==> src/rtl/cpu_defs.sv <==
// Shared CPU definitions: control-sequencer state encodings and opcode constants,
// also used by the datapath.
package cpu_defs;

  typedef enum logic [7:0] {
    RESET_ST = 8'd0,
    T0       = 8'd1,
    T1       = 8'd2,
    T2       = 8'd3,
    ALU_T3   = 8'd4,
    ALU_T4   = 8'd5,
    ALU_T5   = 8'd6,
    IMM_T3   = 8'd7,
    IMM_T4   = 8'd8,
    IMM_T5   = 8'd9,
    LD_T3    = 8'd10,
    LD_T4    = 8'd11,
    LD_T5    = 8'd12,
    LD_T6    = 8'd13,
    LD_T7    = 8'd14,
    ST_T3    = 8'd15,
    ST_T4    = 8'd16,
    ST_T5    = 8'd17,
    ST_T6    = 8'd18,
    ST_T7    = 8'd19,
    BR_T3    = 8'd20,
    BR_T4    = 8'd21,
    BR_T5    = 8'd22,
    BR_T6    = 8'd23,
    HALT     = 8'd255
  } state_t;

  localparam logic [4:0] OP_LD        = 5'b00000;
  localparam logic [4:0] OP_ST        = 5'b00010;
  localparam logic [4:0] OP_ADD       = 5'b00011;
  localparam logic [4:0] OP_ALU_LAST  = 5'b01011;
  localparam logic [4:0] OP_IMM_FIRST = 5'b01100;
  localparam logic [4:0] OP_IMM_LAST  = 5'b01110;
  localparam logic [4:0] OP_BR        = 5'b10011;
  localparam logic [4:0] OP_NOP       = 5'b11010;
  localparam logic [4:0] OP_HALT      = 5'b11011;

endpackage

==> src/rtl/control_sequencer.sv <==
// Moore control sequencer: fetch, dispatch on IR[31:27] and per-class micro-sequences.
module control_sequencer
  import cpu_defs::*;
(
  input  logic        clk,
  input  logic        rst_n,
  input  logic [31:0] IR,
  input  logic        CON_FF,
  input  logic        stop,
  output logic [7:0]  present_state,
  output logic        run,
  output logic        PC_out,
  output logic        MAR_in,
  output logic        inc_PC,
  output logic        Z_in,
  output logic        ZLO_out,
  output logic        PC_in,
  output logic        MEM_rd_en,
  output logic        MEM_wr_en,
  output logic        MDR_in,
  output logic        MDR_out,
  output logic        IR_in,
  output logic        Y_in,
  output logic        Gra,
  output logic        Grb,
  output logic        Grc,
  output logic        R_in,
  output logic        R_out,
  output logic        BA_out,
  output logic        C_sign_out,
  output logic        CON_in,
  output logic [4:0]  alu_op
);

  state_t state, nxt;
  logic [4:0] opc;

  assign opc           = IR[31:27];
  assign present_state = state;

  always_ff @(posedge clk or negedge rst_n) begin
    if (!rst_n) state <= RESET_ST;
    else        state <= nxt;
  end

  always_comb begin
    nxt        = state;
    run        = 1'b1;
    PC_out     = 1'b0;  MAR_in    = 1'b0;  inc_PC    = 1'b0;  Z_in    = 1'b0;
    ZLO_out    = 1'b0;  PC_in     = 1'b0;  MEM_rd_en = 1'b0;  MEM_wr_en = 1'b0;
    MDR_in     = 1'b0;  MDR_out   = 1'b0;  IR_in     = 1'b0;  Y_in    = 1'b0;
    Gra        = 1'b0;  Grb       = 1'b0;  Grc       = 1'b0;  R_in    = 1'b0;
    R_out      = 1'b0;  BA_out    = 1'b0;  C_sign_out = 1'b0; CON_in  = 1'b0;
    alu_op     = OP_ADD;
    case (state)
      RESET_ST: begin run = 1'b0; nxt = T0; end
      T0: begin
        PC_out = 1'b1; MAR_in = 1'b1; inc_PC = 1'b1; Z_in = 1'b1;
        nxt = stop ? HALT : T1;
      end
      T1: begin ZLO_out = 1'b1; PC_in = 1'b1; MEM_rd_en = 1'b1; MDR_in = 1'b1; nxt = T2; end
      T2: begin
        MDR_out = 1'b1; IR_in = 1'b1;
        if (opc >= OP_ADD && opc <= OP_ALU_LAST)            nxt = ALU_T3;
        else if (opc >= OP_IMM_FIRST && opc <= OP_IMM_LAST) nxt = IMM_T3;
        else if (opc == OP_LD)                              nxt = LD_T3;
        else if (opc == OP_ST)                              nxt = ST_T3;
        else if (opc == OP_BR)                              nxt = BR_T3;
        else if (opc == OP_HALT)                            nxt = HALT;
        else                                                nxt = T0;
      end
      ALU_T3: begin Grb = 1'b1; R_out = 1'b1; Y_in = 1'b1; nxt = ALU_T4; end
      ALU_T4: begin Grc = 1'b1; R_out = 1'b1; Z_in = 1'b1; alu_op = opc; nxt = ALU_T5; end
      ALU_T5: begin ZLO_out = 1'b1; Gra = 1'b1; R_in = 1'b1; nxt = T0; end
      IMM_T3: begin Grb = 1'b1; R_out = 1'b1; Y_in = 1'b1; nxt = IMM_T4; end
      IMM_T4: begin C_sign_out = 1'b1; Z_in = 1'b1; alu_op = opc; nxt = IMM_T5; end
      IMM_T5: begin ZLO_out = 1'b1; Gra = 1'b1; R_in = 1'b1; nxt = T0; end
      LD_T3:  begin Grb = 1'b1; BA_out = 1'b1; Y_in = 1'b1; nxt = LD_T4; end
      LD_T4:  begin C_sign_out = 1'b1; Z_in = 1'b1; nxt = LD_T5; end
      LD_T5:  begin ZLO_out = 1'b1; MAR_in = 1'b1; nxt = LD_T6; end
      LD_T6:  begin MEM_rd_en = 1'b1; MDR_in = 1'b1; nxt = LD_T7; end
      LD_T7:  begin MDR_out = 1'b1; Gra = 1'b1; R_in = 1'b1; nxt = T0; end
      ST_T3:  begin Grb = 1'b1; BA_out = 1'b1; Y_in = 1'b1; nxt = ST_T4; end
      ST_T4:  begin C_sign_out = 1'b1; Z_in = 1'b1; nxt = ST_T5; end
      ST_T5:  begin ZLO_out = 1'b1; MAR_in = 1'b1; nxt = ST_T6; end
      ST_T6:  begin Gra = 1'b1; R_out = 1'b1; MDR_in = 1'b1; nxt = ST_T7; end
      ST_T7:  begin MEM_wr_en = 1'b1; nxt = T0; end
      BR_T3:  begin Gra = 1'b1; R_out = 1'b1; CON_in = 1'b1; nxt = BR_T4; end
      BR_T4:  begin PC_out = 1'b1; Y_in = 1'b1; nxt = BR_T5; end
      BR_T5:  begin C_sign_out = 1'b1; Z_in = 1'b1; nxt = BR_T6; end
      // Branch is taken by loading the computed target only when the flag is set.
      BR_T6:  begin ZLO_out = 1'b1; PC_in = CON_FF; nxt = T0; end
      HALT:   begin run = 1'b0; nxt = HALT; end
      default: begin run = 1'b0; nxt = RESET_ST; end
    endcase
  end

endmodule

==> config.mk <==
export PLATFORM = sky130hd
export DESIGN_NAME = control_sequencer
export DESIGN_NICKNAME = d
export VERILOG_FILES = /design/src/rtl/cpu_defs.sv /design/src/rtl/control_sequencer.sv
export SDC_FILE = /design/constraint.sdc
export NUM_CORES = 1
export LEC_CHECK = 0
export ABC_CLOCK_PERIOD_IN_PS = 3000
export BUFFER_PORTS_ARGS = -buffer_cell sky130_fd_sc_hd__buf_4
export CAP_MARGIN = 20
export CORE_MARGIN = 8
export CORE_UTILIZATION = 45
export CTS_CLUSTER_SIZE = 24
export DETAILED_ROUTE_END_ITERATION = 12
export HOLD_SLACK_MARGIN = 0.12
export PLACE_DENSITY = 0.82
export SLEW_MARGIN = 10
export SYNTH_ARGS = -nofsm -noshare
export SYNTH_HDL_FRONTEND = slang
export SYNTH_SLANG_ARGS = --single-unit
export TNS_END_PERCENT = 20
==> constraint.sdc <==
create_clock -name clk -period 3 [get_ports clk]
set_input_delay 0 -clock clk [delete_from_list [all_inputs] [get_ports clk]]
set_output_delay 0 -clock clk [all_outputs]
set_load 0.01 [all_outputs]
== Word-level counts from Yosys, hierarchy flattened ==
Cells that the tools add are included.

* Flip-flop bits (word level): 8
* Input port bits: 36
* Logic and storage cells: 83

* $lt $le $gt $ge: 4
* Eq/ne operators: 27
* Muxes and demuxes: 30
* Reductions and logical operators: 21

{| class="wikitable"
|+ Operators by type and width
! cell !! number
|-
| 8-bit one-hot mux with 20 select lines || 1
|-
| 8-bit by 4-bit equality test with 1-bit output (second input constant) || 8
|-
| 8-bit by 5-bit equality test with 1-bit output (second input constant) || 8
|-
| 8-bit two-way mux || 7
|-
| 8-bit by 3-bit equality test with 1-bit output (second input constant) || 4
|-
| 23-bit OR reduction || 1
|-
| 1-bit two-way mux || 20
|-
| 6-bit OR reduction || 3
|-
| 8-bit by 2-bit equality test with 1-bit output (second input constant) || 2
|-
| 5-bit OR reduction || 3
|-
| 5-bit equality test (second input constant) || 2
|-
| 5-bit by 4-bit less-or-equal comparator with 1-bit output (second input constant) || 2
|-
| 2-bit OR reduction || 5
|-
| 3-bit OR reduction || 3
|-
| 8-bit by 1-bit equality test with 1-bit output (second input constant) || 1
|-
| 8-bit equality test (second input constant) || 1
|-
| 8-bit logical NOT || 1
|-
| 4-bit OR reduction || 2
|-
| 5-bit by 2-bit equality test with 1-bit output (second input constant) || 1
|-
| 5-bit by 2-bit greater-or-equal comparator with 1-bit output (second input constant) || 1
|-
| 5-bit by 4-bit greater-or-equal comparator with 1-bit output (second input constant) || 1
|-
| 5-bit logical NOT || 1
|-
| 5-bit two-way mux || 1
|-
| 1-bit logical AND || 2
|-
| 1-bit one-hot mux with 2 select lines || 1
|}

== Longest topological paths before layout ==
* Depth after elaboration: 8
* Gate-level depth with buffers: 6
* Mapped depth without buffers: 5

== Least setup slack after synthesis ==
OpenSTA, ideal clock, no wires.

* Path kind: reg2out
* From: register state[2] (netlist: present_state[2])
* To: output port PC_out
* Data arrival time: 1.473 ns
* Data required time: 3.000 ns
* Slack: 1.527 ns
* Cell stages (with the launch flop): 4
* Buffers on the path: 1
* Path through: dfrtp_1 -> buf_2 -> or2_4 -> a2111oi_0

* Cells in the longest elaborated chain, start to end: 3
* Elaborated cells between the ends (all ways): 4

{| class="wikitable"
|+ RTL lines
! what !! line !! source
|-
| start: declaration || control_sequencer.sv:35 || <nowiki>state_t state, nxt;</nowiki>
|-
| start signal: assignment || control_sequencer.sv:43 || <nowiki>else state <= nxt;</nowiki>
|-
| 8-bit by 5-bit equality test with 1-bit output / 8-bit by 1-bit equality test with 1-bit output (equally long branches) || control_sequencer.sv:55 || <nowiki>case (state)</nowiki>
|-
| 2-bit OR reduction (no source line) (*) || n/a ||
|-
| 1-bit two-way mux (*) || control_sequencer.sv:55 ||
|-
| end: declaration || control_sequencer.sv:12 || <nowiki>output logic PC_out,</nowiki>
|}

Mark *: on every way between the ends. The rest lies on a longest branch, timed or not.

== Worst setup path after layout ==
* From: register state[0] (netlist: present_state[0])
* To: output port R_out

* Cells in the longest elaborated chain, start to end: 3
* Elaborated cells between the ends (all ways): 7

{| class="wikitable"
|+ RTL lines
! what !! line !! source
|-
| 8-bit by 5-bit equality test with 1-bit output / 8-bit by 3-bit equality test with 1-bit output (equally long branches) || control_sequencer.sv:55 ||
|-
| 5-bit OR reduction (no source line) (*) || n/a ||
|-
| 1-bit two-way mux (*) || control_sequencer.sv:55 ||
|-
| end: declaration || control_sequencer.sv:28 || <nowiki>output logic R_out,</nowiki>
|}

Marked as above.

==> flow_summary.yaml <==
setup_path:
  critical_path_class: "flip-flop to output port"
  required_ns: 3.00
  max_stage_delay_ns: 0.90
  arrival_ns: 2.07
  critPathTopFamily: "flip-flops"
  crit_path_start_kind: "flip-flop"
  crit_path_end_kind: "output port"
  critPathBufInv: 1
  crit_chain: "nor2b_1 > nor2_1 > a2111oi_2 > buf_4"
  cp_slowest_cell: "dfrtp_1"
  crit_path_max_fanout: 33
power_and_ir_drop:
  ir_drop_uv: 489.5
  powerDensity_nw_per_um2: 979.4
  power.leakage_nw: 0.6405
logic_synthesis:
  synth.net_count: 205
  synth_flop_cell: "dfrtp_1"
  syn_area_per_cell_sq_um: 6.597
  ys_seq_elements: 6
  async_flop_share: 1.000
  synth_area_sq_um: 1115
  synth-edff-count: 0
  ys_types: 55
  ys.warnings.count: 0
  syn_inst: 169
  synth_seq_area_share: 0.1347
timing:
  finalMaxSlewViolations: 0
  whs_ns: 0.1826
  finalCritPeriodShare: 0.6903
  skew_ns: 0.0009930
  max_freq_mhz: 482.9
  setup_violations: 0
  max_slew_margin: 0.4216
  min_period_ns: 2.071
  hold_viol: 0
  final.setup.tns_ns: 0
  grt_setup_unrepaired: "no"
  tightestPinTransition_ns: 0.8675
clock_tree:
  post_cts_buffers: 0
  cts.clk_slew.worst_paths_ns: 0.04
  cts_sinks: 6
  cts_tree: "yes"
  worstSkewPairLatency_ns: 0.24
  cts_buffers: 3
  ctsResizeCount: 0
  clockBufferDepth: 2
  ctsHtreeMaxLevel: 1
  cts_root_buf: "clkbuf_4"
floorplanning:
  die-area_sq_um: 4326
  start_util: 0.4626
  core_area_sq_um: 2410
  row_count: 18
  die_h_um: 65.78
  die_width_um: 65.78
  io_pins: 70
placed_design:
  dpl.hpwl_um: 2548
  portBuffers: 42
  gp_congestion: 0.8893
  dp.cells: 224
cells_and_area:
  largest_reg_flops: 6
  syn2layout_area_growth_pct: 29.63
  drive_gt1_frac: 0.2935
  layout.nets: 239
  stdcell_count: 231
  antenna_cells: 0
route:
  drt_iter0_drc: 79
  wl_per_cell_um: 14.91
  ant_nets: 0
  via_count: 1407
  routed_wl_um: 3445
  viasPerCell: 6.091
  first_pass_iters: 4
  drc: 0
global_route:
  grt_pass1_vias: 1307
  grt_pass1_wl_um: 5595
  grt_max_degree: 34
  antenna_found_initial: 0
  grt_usage: 0.1529
  grt_overflow: 0
run_status:
  status: "complete, no violations"
job:
  maxCapViolCount: 0
worst_hold_path:
  min_path_type: "primary input to flip-flop"
## worst register-to-register path, stage by stage (launching register included)
cell,delay (ns)
dfrtp_1,0.67
nor2_1,0.41
nand4_1,0.19
or3_1,0.44
o21ai_1,0.13
## power breakdown
group | internal, mW | leakage (nW) | switching, mW
clock | 0.0451 | 0.0138 | 0.0275
sequential | 0.112 | 0.0762 | 0.183
combinational | 0.501 | 0.551 | 0.547
## kinds of logic (layout without fill, tap and decap cells)
group	Yosys count	count (layout)	share of synthesized area
AOI/OAI and AO/OA	49	49	0.3143
xor gates and xnor gates	1	1	0.007858
buffers and inverters	24	56	0.1100
DFF	6	6	0.1347
muxes	2	2	0.01908
and+or+nand+nor	87	87	0.4142
## timing repair
item / CTS / global route
hold endpoints to repair: 9 / 0
hold buffers: 4 / 0
setup endpoints to repair: 0 / 0
## metrics by stage
| stage | setup WS, ns | area [sq um] | total power, mW | utilization |
|---|---|---|---|---|
| 2_1_floorplan | 1.527 | 1115 | 0.9627 | - |
| 5_1_grt | 0.7764 | 1445 | 1.539 | 0.5997 |
| 3_5_place_dp | 1.131 | 1383 | 1.329 | 0.5737 |
| 6_report | 0.9290 | 1445 | 1.415 | 0.5997 |
| 4_1_cts | 0.9320 | 1445 | 1.415 | 0.5997 |
| 3_3_place_gp | 1.147 | 1383 | 1.313 | 0.5737 |
## placed cells by master (no fill, tap or decap), types with 2 or more instances in the layout
master / n
nand2_1: 13
o21ai_1: 2
clkbuf_4: 3
nor2b_1: 3
and2b_1: 2
a31oi_1: 2
o21ai_0: 9
nor3_1: 3
buf_4: 45
a32oi_1: 2
nor2_1: 23
and2_1: 3
a21oi_1: 11
o211ai_1: 4
or2_2: 2
nand2b_1: 8
and3_1: 5
nor4_1: 4
o32ai_1: 2
or3_1: 3
o211ai_2: 2
dlygate4sd3_1: 4
inv_1: 4
nand3_1: 8
dfrtp_1: 6
## synthesized netlist by cell type, types with 2 or more instances
library cell	n	area, sq um
a21oi_1	11	55.05
a31oi_1	2	12.51
a32oi_1	2	17.52
and2_1	3	18.77
and2b_1	2	15.01
and3_1	5	31.28
buf_2	11	55.05
buf_4	3	22.52
clkbuf_1	4	15.01
dfrtp_1	6	150.1
inv_1	4	15.01
nand2_1	13	48.80
nand2b_1	8	50.05
nand3_1	8	40.04
nor2_1	23	86.33
nor2b_1	3	18.77
nor3_1	3	15.01
nor4_1	4	25.02
o211ai_1	4	30.03
o211ai_2	2	25.02
o21ai_0	9	45.04
o21ai_1	2	10.01
o32ai_1	2	17.52
or2_2	2	12.51
or3_1	3	18.77
## layer usage
metal | vias up | track usage | share of wire
met3 | 8 | 0.03051 | 0.090
met4 | 0 | 0.07357 | 0.019
met5 | - | 0 | 0
met2 | 81 | 0.2667 | 0.49
met1 | 639 | 0.1725 | 0.40
li1 | 679 | - | -
## area by class of cell
type                    count  area, sq um
multi-input cells         139        842.1
inverters                   4        15.01
flip-flops and latches      6        150.1
clock buffers               3        22.52
fillers                   227        964.7
repair buffers             49        377.9
well taps                  30        37.54
## final timing paths
| path | start | to | slack (ns) | cells past startpoint |
|---|---|---|---|---|
| setup / recovery | present_state[0] | R_out | 0.93 | 4 |
| hold / removal | IR[31] | present_state[2] | 0.18 | 4 |
| setup reg to reg | present_state[6] | present_state[6] | 1.08 | 4 |
| hold reg to reg | present_state[1] | present_state[1] | 0.84 | 2 |
| max in group asynchronous | rst_n | present_state[0] | 2.12 | 3 |
| min in group asynchronous | rst_n | present_state[3] | 0.68 | 3 |
Note: power is estimated with default switching activity, not from simulation.
